$ cat src/rtl/vga_pattern_gen.sv
// VGA timing and test-pattern generator: pixel-tick divider, h/v raster counters,
// and registered sync/DE/RGB for black, colour-bar, checkerboard and scrolling-bar patterns.
module vga_pattern_gen #(
  parameter int H_ACTIVE = 640,
  parameter int H_FP     = 16,
  parameter int H_SYNC   = 96,
  parameter int H_BP     = 48,
  parameter int V_ACTIVE = 480,
  parameter int V_FP     = 10,
  parameter int V_SYNC   = 2,
  parameter int V_BP     = 33,
  parameter int CLK_DIV  = 2,
  parameter int COLOR_W  = 2,
  parameter bit SYNC_POL = 1'b0
) (
  input  logic                   clk,
  input  logic                   rst_n,
  input  logic [1:0]             mode,
  output logic                   pixel_en,
  output logic                   vga_sync_h,
  output logic                   vga_sync_v,
  output logic                   vga_de,
  output logic [3*COLOR_W-1:0]   vga_rgb,
  output logic [10:0]            pix_x,
  output logic [9:0]             pix_y,
  output logic                   frame_start
);

  localparam int H_TOTAL = H_ACTIVE + H_FP + H_SYNC + H_BP;
  localparam int V_TOTAL = V_ACTIVE + V_FP + V_SYNC + V_BP;
  localparam int RGB_W   = 3 * COLOR_W;
  localparam int DIV_W   = (CLK_DIV > 1) ? $clog2(CLK_DIV) : 1;

  localparam logic [DIV_W-1:0] DIV_LAST = DIV_W'(CLK_DIV - 1);
  localparam logic [10:0] H_ACT   = 11'(H_ACTIVE);
  localparam logic [10:0] H_LAST  = 11'(H_TOTAL - 1);
  localparam logic [10:0] HS_BEG  = 11'(H_ACTIVE + H_FP);
  localparam logic [10:0] HS_END  = 11'(H_ACTIVE + H_FP + H_SYNC);
  localparam logic [10:0] BAR_W   = 11'(H_ACTIVE / 8);
  localparam logic [9:0]  V_ACT   = 10'(V_ACTIVE);
  localparam logic [9:0]  V_LAST  = 10'(V_TOTAL - 1);
  localparam logic [9:0]  VS_BEG  = 10'(V_ACTIVE + V_FP);
  localparam logic [9:0]  VS_END  = 10'(V_ACTIVE + V_FP + V_SYNC);

  logic [DIV_W-1:0] div_cnt;
  logic             tick;
  logic [10:0]      h_cnt;
  logic [9:0]       v_cnt;
  logic [10:0]      offset;
  logic [10:0]      offset_inc;
  logic [1:0]       mode_q;
  logic [1:0]       eff_mode;
  logic [10:0]      eff_offset;
  logic             frame_first;
  logic             h_last;
  logic             v_last;
  logic             active;
  logic             hs_on;
  logic             vs_on;
  logic [11:0]      x_sum;
  logic [10:0]      x_scroll;
  logic [RGB_W-1:0] rgb_next;

  // Bar index is clamped so a width not divisible by 8 still ends on bar 7.
  function automatic logic [RGB_W-1:0] bar_color(input logic [10:0] x);
    logic [10:0] q;
    logic [2:0]  b;
    q = x / BAR_W;
    b = (q > 11'd7) ? 3'd7 : q[2:0];
    return {{COLOR_W{b[2]}}, {COLOR_W{b[1]}}, {COLOR_W{b[0]}}};
  endfunction

  assign tick = (div_cnt == DIV_LAST);

  // NOTE: sequential state uses non-blocking assignments so every register samples pre-edge values.
  always_ff @(posedge clk or negedge rst_n) begin
    if (!rst_n) begin
      div_cnt <= '0;
    end else begin
      div_cnt <= tick ? '0 : div_cnt + 1'b1;
    end
  end

  assign frame_first = (h_cnt == 11'd0) && (v_cnt == 10'd0);
  assign h_last      = (h_cnt == H_LAST);
  assign v_last      = (v_cnt == V_LAST);
  assign active      = (h_cnt < H_ACT) && (v_cnt < V_ACT);
  assign hs_on       = (h_cnt >= HS_BEG) && (h_cnt < HS_END);
  assign vs_on       = (v_cnt >= VS_BEG) && (v_cnt < VS_END);
  assign offset_inc  = (offset == H_ACT - 11'd1) ? 11'd0 : offset + 11'd1;

  // The first pixel of a frame already uses the newly latched mode and offset.
  assign eff_mode    = frame_first ? mode : mode_q;
  assign eff_offset  = frame_first ? offset_inc : offset;

  assign x_sum    = {1'b0, h_cnt} + {1'b0, eff_offset};
  assign x_scroll = (x_sum >= {1'b0, H_ACT}) ? 11'(x_sum - {1'b0, H_ACT}) : x_sum[10:0];

  // NOTE: rgb_next gets a default before the case so no latch is inferred.
  always_comb begin
    rgb_next = '0;
    if (active) begin
      case (eff_mode)
        2'd1:    rgb_next = bar_color(h_cnt);
        2'd2:    rgb_next = (h_cnt[5] ^ v_cnt[5]) ? '1 : '0;
        2'd3:    rgb_next = bar_color(x_scroll);
        default: rgb_next = '0;
      endcase
    end
  end

  // NOTE: there is no memory array here, so every register, outputs included, is reset.
  always_ff @(posedge clk or negedge rst_n) begin
    if (!rst_n) begin
      h_cnt       <= '0;
      v_cnt       <= '0;
      offset      <= '0;
      mode_q      <= '0;
      pixel_en    <= 1'b0;
      frame_start <= 1'b0;
      vga_de      <= 1'b0;
      vga_rgb     <= '0;
      pix_x       <= '0;
      pix_y       <= '0;
      vga_sync_h  <= ~SYNC_POL;
      vga_sync_v  <= ~SYNC_POL;
    end else begin
      pixel_en    <= tick;
      frame_start <= tick && frame_first;
      if (tick) begin
        h_cnt <= h_last ? 11'd0 : h_cnt + 11'd1;
        if (h_last) begin
          v_cnt <= v_last ? 10'd0 : v_cnt + 10'd1;
        end
        if (frame_first) begin
          mode_q <= mode;
          offset <= offset_inc;
        end
        vga_sync_h <= hs_on ? SYNC_POL : ~SYNC_POL;
        vga_sync_v <= vs_on ? SYNC_POL : ~SYNC_POL;
        vga_de     <= active;
        vga_rgb    <= rgb_next;
        pix_x      <= h_cnt;
        pix_y      <= v_cnt;
      end
    end
  end

endmodule

$ cat config.mk
export PLATFORM = sky130hd
export DESIGN_NAME = vga_pattern_gen
export DESIGN_NICKNAME = d
export VERILOG_FILES = /design/src/rtl/vga_pattern_gen.sv
export SDC_FILE = /design/constraint.sdc
export NUM_CORES = 1
export LEC_CHECK = 0
export ABC_AREA = 0
export CORE_ASPECT_RATIO = 0.5
export CORE_UTILIZATION = 40
export DETAILED_ROUTE_END_ITERATION = 10
export PLACE_DENSITY_LB_ADDON = 0.12
export SYNTH_ARGS = -nofsm -noshare
export SYNTH_HDL_FRONTEND = slang
export SYNTH_SLANG_ARGS = --single-unit
$ cat constraint.sdc
create_clock -name clk -period 10.25 [get_ports clk]
set_input_delay 1.5375 -clock clk [delete_from_list [all_inputs] [get_ports clk]]
set_output_delay 1.5375 -clock clk [all_outputs]
set_load 0.05 [all_outputs]
Yosys cells after proc, flatten, opt, wreduce, memory -nomap -nowiden
Cells that the tools add are included.
{"block": "op_classes", "n_addsub": 6, "multipliers": 0, "div_mod_pow": 2, "order_cmp": 9, "eq_ne": 6, "shifts": 0, "n_mux": 14, "n_bitwise": 1, "reduce_logical": 8}
{"cell": "two-way mux 11 bit", "n": 4}
{"cell": "adder 11 x 1 -> 11 bit, second input constant", "n": 2}
{"cell": "divider 11 x 7 -> 11 bit, second input constant", "n": 2}
{"cell": "equality test 11 x 10 -> 1 bit, second input constant", "n": 2}
{"cell": "greater-than comparator 11 x 3 -> 1 bit, second input constant", "n": 2}
{"cell": "< comparator 11 x 10 -> 1 bit, second input constant", "n": 2}
{"cell": "< comparator 10 x 9 -> 1 bit, second input constant", "n": 2}
{"cell": "one-hot mux 6 bit (3 select lines)", "n": 1}
{"cell": "adder 11 x 11 -> 12 bit", "n": 1}
{"cell": "greater-or-equal comparator 12 x 10 -> 1 bit, second input constant", "n": 1}
{"cell": "two-way mux 6 bit", "n": 2}
{"cell": "greater-or-equal comparator 11 x 10 -> 1 bit, second input constant", "n": 1}
{"cell": "logical NOT 11 bit", "n": 1}
{"cell": "subtractor 11 x 10 -> 11 bit, second input constant", "n": 1}
{"cell": "adder 10 x 1 -> 10 bit, second input constant", "n": 1}
{"cell": "equality test 10 bit, second input constant", "n": 1}
{"cell": "greater-or-equal comparator 10 x 9 -> 1 bit, second input constant", "n": 1}
{"cell": "logical NOT 10 bit", "n": 1}
{"cell": "two-way mux 10 bit", "n": 1}
{"cell": "two-way mux 3 bit", "n": 2}
{"cell": "logical AND 1 bit", "n": 5}
{"cell": "equality test 2 bit, second input constant", "n": 2}
{"cell": "two-way mux 1 bit", "n": 3}
{"cell": "equality test 2 x 1 -> 1 bit, second input constant", "n": 1}
{"cell": "other kinds (4)", "n": 4}
{"block": "word_totals", "regBits": 67, "latch_bits": 0, "ram_bits": 0, "rom_bits": 0, "inputBits": 4, "out_inout_bits": 32, "word_cells": 59, "mem_count": 0}

Depth between registers and ports, before layout
{"block": "depth", "depth_word": 11, "depth_mapped": 21, "depth_no_buf": 20}

Worst setup path before layout
No wires, ideal clock.
{"block": "synth_timing", "path_type": "register to register", "from": "register v_cnt[8]", "to": "register vga_rgb[1]", "setup_time_ns": 0.082, "arrival_ns": 4.937, "required_ns": 10.168, "slack_ns": 5.231, "stages_incl_launch_ff": 21, "path_buffers": 2, "period_less_slack_ns": 5.019, "cell_sequence": "dfrtp_1 > nor4_1 > nand3b_1 > nor3_2 > nand4_1 > nor2_1 > and3_1 > buf_2 > nor2_1 > ha_1 > fa_1 > a211o_1 > a2111o_1 > and3_4 > or2_1 > buf_6 > nand2_2 > a211oi_1 > o31a_1 > or3_1 > a31oi_1"}
{"block": "synth_via", "elab_chain_len": 11, "elab_cells_between_ends": 18, "cone_classes": "add/sub (2); div (1); order compare (3); eq/ne (3); mux (6); reduce/logical (3)"}
{"element": "start: declaration", "line_no": "48", "rtl": "logic [9:0] v_cnt;"}
{"element": "start signal: assignment", "line_no": "133", "rtl": "v_cnt <= v_last ? 10'd0 : v_cnt + 10'd1;"}
{"element": "logical NOT 10 bit *", "line_no": "84", "rtl": "assign frame_first = (h_cnt == 11'd0) && (v_cnt == 10'd0);"}
{"element": "logical AND 1 bit *", "line_no": "84"}
{"element": "two-way mux 11 bit *"}
{"element": "net eff_offset[0]", "line_no": "53", "rtl": "logic [10:0] eff_offset;"}
{"element": "adder 11 x 11 -> 12 bit *", "line_no": "96", "rtl": "assign x_sum = {1'b0, h_cnt} + {1'b0, eff_offset};"}
{"element": "subtractor 11 x 10 -> 11 bit / greater-or-equal comparator 12 x 10 -> 1 bit (equally long branches)", "line_no": "97", "rtl": "assign x_scroll = (x_sum >= {1'b0, H_ACT}) ? 11'(x_sum - {1'b0, H_ACT}) : x_sum[10:0];"}
{"element": "two-way mux 11 bit *", "line_no": "97"}
{"element": "divider 11 x 7 -> 11 bit *", "line_no": "68", "rtl": "q = x / BAR_W;"}
{"element": "greater-than comparator 11 x 3 -> 1 bit", "line_no": "69", "rtl": "b = (q > 11'd7) ? 3'd7 : q[2:0];"}
{"element": "two-way mux 3 bit *", "line_no": "69"}
{"element": "one-hot mux 6 bit (3 select lines) *", "line_no": "103", "rtl": "case (eff_mode)"}
{"element": "two-way mux 6 bit *", "line_no": "102", "rtl": "if (active) begin"}
{"element": "end signal: assignment", "line_no": "142", "rtl": "vga_rgb <= rgb_next;"}
{"element": "end: declaration", "line_no": "23", "rtl": "output logic [3*COLOR_W-1:0] vga_rgb,"}
The timed path passes the listed nets; every way through them passes the cells marked *.
A chain may end at the register's enable or synchronous reset.

Worst setup path in the final report
{"block": "layout_timing", "from": "register h_cnt[10]", "to": "register vga_rgb[1]"}
{"block": "layout_via", "elab_chain_len": 11, "elab_cells_between_ends": 21, "cone_classes": "add/sub (2); div (2); order compare (4); eq/ne (3); mux (7); reduce/logical (3)"}
{"element": "start: declaration", "line_no": "47", "rtl": "logic [10:0] h_cnt;"}
{"element": "start signal: assignment", "line_no": "131", "rtl": "h_cnt <= h_last ? 11'd0 : h_cnt + 11'd1;"}
{"element": "logical NOT 11 bit *", "line_no": "84"}
{"element": "logical AND 1 bit *", "line_no": "84"}
{"element": "two-way mux 11 bit *"}
{"element": "net eff_offset[0]", "line_no": "53"}
{"element": "adder 11 x 11 -> 12 bit *", "line_no": "96"}
{"element": "subtractor 11 x 10 -> 11 bit / greater-or-equal comparator 12 x 10 -> 1 bit (equally long branches)", "line_no": "97"}
{"element": "two-way mux 11 bit *", "line_no": "97"}
{"element": "divider 11 x 7 -> 11 bit *", "line_no": "68"}
{"element": "greater-than comparator 11 x 3 -> 1 bit", "line_no": "69"}
{"element": "two-way mux 3 bit *", "line_no": "69"}
{"element": "one-hot mux 6 bit (3 select lines) *", "line_no": "103"}
{"element": "two-way mux 6 bit *", "line_no": "102"}
Marks and branches as above.

==> results.txt <==
The share of the synthesized area in the top cell type is 36.0%, and the worst-skew pair later-pin latency is 330 ps. The analysis attributes to cell leakage a power of 2.11 nW. At the pin with the least slew margin, the transition time is 843 ps. For this block, the initial DRC count from the detailed router was 198. The count of nets left with antenna violations once routing finished came out at 0. The worst-case IR drop observed on VDD is 0.0922 mV.

TritonCTS built the clock tree. The layout-stage area growth over the synthesis result was 17.7%; the number of buffers created by CTS was 9. The first global-routing pass estimated 16900 um of wire. Area of the core: 0.0103 mm2.

The tools report the count of final hold-check violations as 0. The run finished with clean final reports. The highest fanout seen on the critical path works out to 14. The path class of the tightest hold or removal check is reg -> reg.

The run gives 0.617 mW as the total power draw. Counting every net in the synthesized netlist gives 499. The largest net degree at the start of global routing is 65. Clock-pin slew was measured on the worst setup and hold paths at 50 ps.

Of the synthesized area, sequential elements account for 37.2%. The die height works out to 75.4 um. The tool flagged a number of max-cap violations equal to 0. The logs give 0 for the overflow left after global routing and 3 for the number of H-tree levels.

Setup violations remaining at the end of the flow were counted as 0. The routed design could run at a clock period as short as 6050 ps. Summed over all failing endpoints, the final setup total negative slack is 0 ps. The number of storage elements in the synthesis netlist came out at 64. Data on the critical path is required at its endpoint by 10500 ps.

STA classifies the critical path startpoint as a flip-flop. For the number of inserted diodes, the log shows 0. The most used flip-flop cell after synthesis is dfrtp_1.

The count of buffers inserted at the top-level ports works out to 35. The worst path uses 59.1% of the clock period. After technology mapping, the gate count stands at 478. The logs give 165 MHz for the top achievable clock speed and 0 for the number of max-slew violations in the final report. Hold timing on the final database bottoms out at a slack of 486 ps. Number of buffers on the longest clock path: 2. For this block, the via count after detailed routing is 3572. The Yosys step of the flow raised 0 warnings. The first detailed-routing pass ran for 4 iterations. Via count of the first global-routing pass: 3311. Row generation in the floorplan step produced 26 rows. The distinct cell type count after synthesis was 71. Setup repair after global routing left no endpoint under its margin. The tools report the number of hold buffers added after cts as 0. The critical path endpoint category is a flip-flop. The run gives 6300 ps as the arrival time of the worst setup path. Across the routed clock network, the largest skew measured is 3.52 ps.

Routability-driven placement finished with a final weighted congestion of 0.827. The number of setup buffers added after CTS is 0. The combined area of all synthesized cells came out at 0.00431 mm2.

After detailed routing, the average wire length per cell comes to 15.7 um. The initial antenna violation count came out at 0. During I/O placement, the number of pins put on the boundary was 36. The total global-route track usage is 19.5%, and the share of synthesized registers carrying an async set or reset is 100%.

Mean cell area of the mapped netlist: 9.01 um2. The clock root buffer master is clkbuf_16. Setup slack on the worst reg-to-reg path comes out at 4200 ps.

After detailed routing, the number of vias per cell comes to 5.53. For the clock net sink count, the log shows 64. The areal power density over the cells works out to 122 mW/mm2. Ranked by total cell area, the synthesized netlist is headed by dfrtp_1 36%, mux2_2 7.6%, ha_1 4.6%, xnor2_1 4.5%, nor2_1 4.4%. The synthesized design contains 0 enable-type register cells. For this run, design rule violations remaining after detail routing come to 0. Wires add up to 10200 um. The net count reported at finish was 522; the worst relative slew slack was 43.8%. The synthesized design spends more area on one cell type than any other, namely dfrtp_1. The die extent in x works out to 149 um. Type of the setup path with the least slack: reg -> reg. The floorplan step defined a die boundary enclosing 0.0112 mm2. The fraction of final layout cells with drive strength greater than 1 came out at 12.1%.

Gates resized during post-CTS repair numbered 0. Detailed placement finished with a half-perimeter wire length of 7060 um. For this configuration, the core starts out at a cell density of 41.7%.
## critical path, cell delays in order, from the launching register on
cell	delay, ps
dfrtp_1	580
nor2_1	240
nand3_1	140
nor3_2	640
nand4_1	300
nor2_1	360
and3_1	360
nor2_1	110
ha_1	220
fa_1	390
a211o_1	360
a2111o_1	440
a21oi_1	350
or2_1	340
nor2_1	90
a32o_1	260
a211oi_1	420
o211ai_1	170
a31oi_1	190
## final timing paths
kind | start | end | depth (start not counted)
max | h_cnt[10]$_DFFE_PN0P_ | vga_rgb[1]$_DFFE_PN0P_ | 18
min | vga_sync_v$_DFFE_PN1P_ | vga_sync_v$_DFFE_PN1P_ | 2
max reg2reg | h_cnt[10]$_DFFE_PN0P_ | vga_rgb[1]$_DFFE_PN0P_ | 18
min reg2reg | vga_sync_v$_DFFE_PN1P_ | vga_sync_v$_DFFE_PN1P_ | 2
max in group asynchronous | rst_n | div_cnt$_DFF_PN0_ | 2
min in group asynchronous | rst_n | offset[10]$_DFFE_PN0P_ | 2
## state kept, by name, summed over array words and instances, names as in the netlist
name and flops:
h_cnt 11, offset 11, pix_x 11, pix_y 10, v_cnt 10, vga_rgb 3
mode_q 2, div_cnt 1, frame_start 1, pixel_en 1, vga_de 1, vga_sync_h 1
vga_sync_v 1
## metrics by stage
step | cell area, um2 | instances | worst slack, ps | util (%)
detailed placement | 4730 | 630 | 4400 | 45.7
CTS | 5070 | 646 | 4310 | 49.0
finish | 5070 | 646 | 4200 | 49.0
global route | 5070 | 646 | 3840 | 49.0
floorplan | 4310 | 478 | 5230 | -
global placement | 4730 | 630 | 4590 | 45.7
## cell usage in the layout (no fill, tap or decap), drive strengths merged, types with 3 or more instances in the layout
master | synthesis | routed
o311ai | 3 | 3
xnor2 | 22 | 22
and2 | 3 | 3
o21ai | 30 | 30
nand4 | 11 | 11
clkinv | 1 | 3
nand2b | 7 | 7
or2 | 3 | 3
bufinv | 0 | 3
clkdlybuf4s50 | 0 | 34
nand2 | 39 | 39
a21boi | 3 | 3
and3 | 5 | 5
o31ai | 4 | 4
a21oi | 26 | 26
inv | 14 | 14
nor4 | 5 | 5
nor3 | 9 | 9
nor2 | 50 | 50
a21o | 3 | 3
dfrtp | 62 | 62
o211ai | 3 | 3
a31oi | 3 | 3
mux2 | 29 | 29
nor2b | 7 | 7
nand3b | 3 | 3
xor2 | 9 | 9
mux2i | 4 | 4
clkbuf | 13 | 11
o21a | 5 | 5
a211oi | 5 | 5
nand3 | 19 | 19
o21bai | 3 | 3
buf | 13 | 4
a211o | 6 | 6
or3 | 6 | 6
ha | 16 | 16
o22ai | 5 | 5
## power by group
part           internal, mW  leakage, nW  switching (mW)
registers             0.253        0.839        0.000441
clock network         0.244        0.170           0.108
logic               0.00280         1.10         0.00812
## area by class of cell
| type | instances | area, um2 |
|---|---|---|
| Timing Repair Buffer | 38 | 368 |
| Sequential cell | 64 | 1610 |
| Tap cell | 140 | 175 |
| Multi-Input combinational cell | 373 | 2520 |
| Inverter | 15 | 56.3 |
| Clock buffer | 11 | 243 |
| Fill cell | 1002 | 5270 |
| Clock inverter | 5 | 104 |
## synthesized netlist by cell type, drive strengths merged (4+ instances only)
master	number
dfrtp	62
and3	5
or3	6
nor3	9
xnor2	22
o22ai	5
o21ai	30
ha	16
nand4	11
nor4	5
xor2	9
a211oi	5
nand2	39
a21oi	26
nand3	19
nor2	50
mux2i	4
buf	13
o31ai	4
nor2b	7
a211o	6
inv	14
o21a	5
nand2b	7
mux2	29
clkbuf	13
## metal layers
| layer | share of wire (%) | routed length, um | vias to the layer above | global-route usage, % |
|---|---|---|---|---|
| met5 | 0 | 0 | - | 0 |
| met4 | 1.1 | 116 | 0 | 6.35 |
| met3 | 2.7 | 275 | 13 | 3.89 |
| met2 | 44 | 4450 | 58 | 30.2 |
| met1 | 52 | 5320 | 1722 | 27.6 |
| li1 | - | - | 1779 | - |
## cells by family after synthesis
| group | share of synthesized area, % |
|---|---|
| adders and majority gates | 5.11 |
| xor gates and xnor gates | 6.30 |
| buffers and inverters | 4.24 |
| muxes | 8.51 |
| AOI/OAI and AO/OA | 18.3 |
| and+or+nand+nor | 20.3 |
| DFF | 37.2 |
(Power assumes the default switching activity.)
